File: config.mk
export PLATFORM = sky130hd
export DESIGN_NAME = muldiv_seq
export DESIGN_NICKNAME = d
export VERILOG_FILES = /design/src/rtl/muldiv_seq.sv
export SDC_FILE = /design/constraint.sdc
export NUM_CORES = 1
export LEC_CHECK = 0
export ABC_AREA = 1
export BUFFER_PORTS_ARGS = -buffer_cell sky130_fd_sc_hd__buf_2
export CAP_MARGIN = 20
export CORE_MARGIN = 2
export CORE_UTILIZATION = 45
export CTS_CLUSTER_DIAMETER = 30
export DETAILED_ROUTE_END_ITERATION = 10
export HOLD_SLACK_MARGIN = 0.08
export PLACE_DENSITY = 0.69
export SLEW_MARGIN = 20
export SYNTH_ARGS = -nofsm -noshare
export SYNTH_HDL_FRONTEND = slang
export SYNTH_SLANG_ARGS = --single-unit
File: constraint.sdc
create_clock -name clk -period 7.5 [get_ports clk]
set_input_delay 0.75 -clock clk [delete_from_list [all_inputs] [get_ports clk]]
set_output_delay 0.75 -clock clk [all_outputs]
set_load 0.01 [all_outputs]
File: src/rtl/muldiv_seq.sv
// muldiv_seq: iterative RV32M multiply/divide sequencer for the EX stage.
// One operation is accepted at a time. XLEN shift-add or restoring-divide
// iterations follow, then one fixup cycle and one done cycle.
//
//   state | meaning
//   IDLE  | waiting for start
//   CALC  | XLEN iterations, one bit per cycle
//   FIX   | sign correction and corner overrides, result loaded
//   DONE  | done high for one cycle, result valid
`timescale 1ns/1ps
module muldiv_seq #(
  parameter int XLEN = 32
) (
  input  logic            clk,
  input  logic            rst,
  input  logic            start,
  input  logic [2:0]      func3,
  input  logic [XLEN-1:0] in1,
  input  logic [XLEN-1:0] in2,
  input  logic            flush,
  output logic            busy,
  output logic            stall,
  output logic            done,
  output logic [XLEN-1:0] result
);

  localparam int              CW       = $clog2(XLEN);
  localparam logic [CW-1:0]   CNT_LAST = CW'(XLEN - 1);
  localparam logic [XLEN-1:0] INT_MIN  = {1'b1, {(XLEN-1){1'b0}}};

  typedef enum logic [1:0] {S_IDLE, S_CALC, S_FIX, S_DONE} state_t;

  state_t          state_q;
  logic [CW-1:0]   cnt_q;
  logic [2:0]      func3_q;
  logic            neg_q, div0_q, ovf_q;
  logic [XLEN-1:0] acc_q, lo_q, opb_q, result_q;
  logic            busy_q, done_q;

  logic            is_mul, sgn1, sgn2, neg1, neg2;
  logic [XLEN-1:0] mag1, mag2;
  logic            neg_init, div0_init, ovf_init;
  logic [XLEN-1:0] opb_init, lo_init;
  logic [XLEN:0]   mul_sum, div_sh;
  logic            div_ge;
  logic [XLEN-1:0] acc_d, lo_d;
  logic [2*XLEN-1:0] prod_raw, prod;
  logic [XLEN-1:0] quo, rem, res_d;

  // Accept-time operand conditioning, one iteration step, and fixup result.
  always_comb begin
    is_mul = ~func3[2];
    sgn1   = is_mul ? (func3 != 3'b011) : ~func3[0];
    sgn2   = is_mul ? ~func3[1] : ~func3[0];
    neg1   = sgn1 & in1[XLEN-1];
    neg2   = sgn2 & in2[XLEN-1];
    mag1   = neg1 ? -in1 : in1;
    mag2   = neg2 ? -in2 : in2;
    // Remainder follows the dividend; products and quotients follow the sign xor.
    neg_init  = (is_mul || !func3[1]) ? (neg1 ^ neg2) : neg1;
    div0_init = (in2 == '0);
    ovf_init  = func3[2] & ~func3[0] & (in1 == INT_MIN) & (in2 == '1);
    // Multiply keeps the multiplier in lo and shifts it out LSB first;
    // divide keeps the dividend in lo and shifts it out MSB first.
    opb_init  = is_mul ? mag1 : mag2;
    lo_init   = is_mul ? mag2 : mag1;

    mul_sum = {1'b0, acc_q} + (lo_q[0] ? {1'b0, opb_q} : '0);
    div_sh  = {acc_q, lo_q[XLEN-1]};
    div_ge  = (div_sh >= {1'b0, opb_q});
    if (func3_q[2]) begin
      // A successful subtract leaves a remainder below the divisor, so XLEN bits suffice.
      acc_d = div_ge ? (div_sh[XLEN-1:0] - opb_q) : div_sh[XLEN-1:0];
      lo_d  = {lo_q[XLEN-2:0], div_ge};
    end else begin
      acc_d = mul_sum[XLEN:1];
      lo_d  = {mul_sum[0], lo_q[XLEN-1:1]};
    end

    prod_raw = {acc_q, lo_q};
    prod     = neg_q ? -prod_raw : prod_raw;
    quo      = neg_q ? -lo_q : lo_q;
    rem      = neg_q ? -acc_q : acc_q;
    case (func3_q)
      3'b000:                 res_d = prod[XLEN-1:0];
      3'b001, 3'b010, 3'b011: res_d = prod[2*XLEN-1:XLEN];
      3'b100, 3'b101:         res_d = div0_q ? '1 : (ovf_q ? INT_MIN : quo);
      // With a zero divisor every subtract succeeds and the remainder is the
      // dividend magnitude, so the signed remainder already equals in1.
      default:                res_d = ovf_q ? '0 : rem;
    endcase
  end

  // Sequencer state, datapath registers and registered status outputs.
  always_ff @(posedge clk) begin
    if (rst) begin
      state_q  <= S_IDLE;
      cnt_q    <= '0;
      func3_q  <= '0;
      neg_q    <= 1'b0;
      div0_q   <= 1'b0;
      ovf_q    <= 1'b0;
      acc_q    <= '0;
      lo_q     <= '0;
      opb_q    <= '0;
      result_q <= '0;
      busy_q   <= 1'b0;
      done_q   <= 1'b0;
    end else if (flush) begin
      state_q <= S_IDLE;
      busy_q  <= 1'b0;
      done_q  <= 1'b0;
    end else begin
      case (state_q)
        S_IDLE, S_DONE: begin
          done_q <= 1'b0;
          if (start) begin
            func3_q <= func3;
            neg_q   <= neg_init;
            div0_q  <= div0_init;
            ovf_q   <= ovf_init;
            opb_q   <= opb_init;
            lo_q    <= lo_init;
            acc_q   <= '0;
            cnt_q   <= '0;
            state_q <= S_CALC;
            busy_q  <= 1'b1;
          end else begin
            state_q <= S_IDLE;
            busy_q  <= 1'b0;
          end
        end
        S_CALC: begin
          acc_q <= acc_d;
          lo_q  <= lo_d;
          cnt_q <= cnt_q + CW'(1);
          if (cnt_q == CNT_LAST) state_q <= S_FIX;
        end
        S_FIX: begin
          result_q <= res_d;
          state_q  <= S_DONE;
          busy_q   <= 1'b0;
          done_q   <= 1'b1;
        end
        default: begin
          state_q <= S_IDLE;
          busy_q  <= 1'b0;
          done_q  <= 1'b0;
        end
      endcase
    end
  end

  assign busy   = busy_q;
  assign done   = done_q;
  assign result = result_q;
  assign stall  = (start & ((state_q == S_IDLE) | (state_q == S_DONE)) & ~flush) | busy_q;

endmodule
==> results by group <==
Timing
  – Fin Hold WS: 0.4741 ns
  – Min Tclk post-route: 4.121 ns
  – Worst-Margin Slew: 1.075 ns
  – Final Max Tran Viols: 0
  – Final Skew: 0.02329 ns
  – Final cycle utilization of the critical path: 54.95%
  – Slack of the critical path: 3.379 ns
  – Final setup viols: 0
  – Max_slew headroom: 28.09%
  – RSZ-0062 raised after global routing: no
  – Fin. Hold Viols: 0
  – Maximum clock frequency: 242.7 MHz
  – Setup TNS: 0 ns

Clock tree
  – TritonCTS Sinks: 143
  – Root buf cell: clkbuf_16
  – Clock latency on the worst-skew pair: 0.46 ns
  – H-tree depth: 4
  – Clock-pin slew on the worst setup and hold paths: 0.07 ns
  – CTS hold repair buffers: 0
  – CTS tree: built
  – Longest Clk Path Bufs: 2
  – Setup repair bufs after CTS: 0
  – Total CTS buffers: 17
  – Post-CTS sizing: 0

Layout
  – P&R area growth vs syn: 8.634%
  – Antenna diodes: 0
  – Multi-input logic area: 12180 sq um
  – Final nets: 3404
  – Post-Layout Inst Area: 18800 sq um
  – Util after Layout: 49.78%
  – Sequential cell area: 2867 sq um
  – Most frequent cells in the layout: 945 x nand2_1, 477 x inv_1, 374 x nor2_1, 283 x nand3_1, 222 x a21oi_1
  – Most common cell after layout, fill and taps aside: nand2_1
  – Fill count: 4185
  – Final std cells w/o fill: 3781
  – Layout cells sized above 1: 6.300%

Power
  – Share of power burned in registers: 30.3%
  – VDD IR-drop max: 0.0001675 V
  – Clock power frac: 33.0%
  – Pint: 1.568 mW
  – Overall power: 2.758 mW
  – Power Dens Cells: 146.8 nW/um^2
  – Sw frac: 43.16%
  – NetSw: 1.191 mW
  – Combinational share of power: 36.7%
  – Pleak: 9.968 nW

Yosys
  – Mux share of post-synthesis cell area: 0%
  – XOR/XNOR share of the synthesized area: 4.100%
  – Top cells by area, synth: nand2_1 21%, dfxtp_1 17%, inv_1 10%, nor2_1 8.2%, nand3_1 8.2%
  – Main synth FF type: dfxtp_1
  – Synth area leader: nand2_1
  – EDFF count, synth: 0
  – Yosys top cell area share: 20.50%
  – Compound-gate portion of the synthesized area: 16.91%
  – Syn_nets: 3368
  – Number of unique standard cell types used by synthesis: 49
  – Combinational family with the most area after synthesis: simple AND/OR/NAND/NOR gates
  – Post-Synth Adder-Cell Area: 5.583%
  – Simple-gate area share of the yosys netlist: 43.59%
  – Synth Area per Inst: 5.371 sq um
  – Synth Cell Area: 17300 sq um
  – Seq/Total Area, Yosys: 16.55%
  – Yosys warns: 0
  – Mapped Cells: 3221
  – Async set-or-reset flop fraction in the synthesized netlist: 0%
  – Seq cells post-synth: 143

Placement
  – Dpl hpwl: 63020 um
  – GP Congestion: 1.107
  – Number of port buffers: 105
  – Placement Setup Slack: 3.595 ns
  – Post-DP Area: 18190 sq um
  – Dpl cells: 3749

Setup path
  – Critical Path RT: 7.79 ns
  – Worst setup EP type: flop
  – Kind of critical path: reg -> reg
  – WP data arrival: 4.41 ns
  – Worst Path Max Fanout: 21
  – Startpoint Class: flop

Drt
  – DRT antenna net count: 0
  – Via density: 5.810
  – Total Wirelength: 78090 um
  – TritonRoute pass-1 iters: 7
  – Drt drc: 0
  – Routed len/inst: 20.65 um
  – Routed via count: 21970
  – DR iter-0 viols: 3425

GRT
  – Global Route Usage Sum: 38.98%
  – Largest net degree at the start of global routing: 85
  – Vias in the first global route: 19710
  – Initial antenna violation count: 0
  – First-pass GRT wire length: 117300 um
  – Overflow left after global routing: 0

Die
  – I/O Pins: 106
  – Die Wd: 200.1 um
  – FP Rows: 71
  – Starting Density: 45.83%
  – Die area: 40030 sq um
  – Core Region: 37760 sq um
  – Die Ht: 200.1 um

Run status
  – Status: complete, no violations

Run
  – # Max-Cap Violations: 0

Hold path
  – Hold Path Class: reg -> reg
[kinds of logic after synthesis]
kind of cell               Yosys count
and+or+nand+nor                   1790
buffers and inverters              597
AOI/OAI and AO/OA                  534
DFF                                143
xor gates and xnor gates            81
adders and majority gates           76
[synthesized netlist by cell type (all sizes together), types with 41 or more instances]
library cell / number
dfxtp: 143
clkbuf: 72
ha: 74
o21ai: 212
inv: 486
nor2: 388
a21oi: 223
nand2: 951
nand3: 284
nand4: 71
xor2: 66
nor3: 41
[layer usage]
| layer | wire [um] | vias to the layer above | track usage [%] |
|---|---|---|---|
| met4 | 5319 | 0 | 23.46 |
| met2 | 32460 | 1425 | 59.09 |
| met3 | 8878 | 272 | 6.821 |
| met5 | 0 | - | 0 |
| li1 | - | 10450 | - |
| met1 | 31420 | 9819 | 51.66 |
[power by group through the flow]
stage / clock, mW / combinational (mW) / sequential, mW
after CTS: 0.911 / 0.973 / 0.832
after floorplan: 0 / 0.643 / 0.833
after detailed placement: 0 / 0.968 / 0.850
after global placement: 0 / 0.975 / 0.850
after global routing: 0.942 / 1.09 / 0.837
final: 0.910 / 1.01 / 0.835
[worst max-delay path: stages, from the launching register on]
cell and delay [ns]:
dfxtp_1 0.65, ha_1 0.39, nand2_1 0.16, inv_1 0.05, nand2_1 0.10, nand2_1 0.07
a21oi_1 0.14, nand2_1 0.07, nor2_1 0.80, nand2_1 0.70, nor2_1 0.24, buf_4 0.27
nand2_1 0.12, nand3b_1 0.12, a21oi_1 0.06
[state kept, by name (all words and copies together), names as in the netlist]
signal and count:
acc_q 32, lo_q 32, opb_q 32, result 32
cnt_q 5, func3_q 3, state_q 2, busy 1
div0_q 1, done 1, neg_q 1, ovf_q 1
[area by class of cell]
class	count	area share, %
Tap cell	511	3.402
Multi-Input combinational cell	2481	64.79
Sequential cell	143	15.25
Timing Repair Buffer	124	3.555
Inverter	490	9.786
Clock buffer	18	2.283
Clock inverter	14	0.9320
[final timing paths]
path / from / endpoint / slack [ns] / cells after the start
setup / recovery: acc_q[27] / acc_q[7] / 3.38 / 14
hold / removal: cnt_q[4] / cnt_q[4] / 0.47 / 2
setup reg to reg: acc_q[27] / acc_q[7] / 3.38 / 14
hold reg to reg: cnt_q[4] / cnt_q[4] / 0.47 / 2
(Power assumes the default switching activity.)
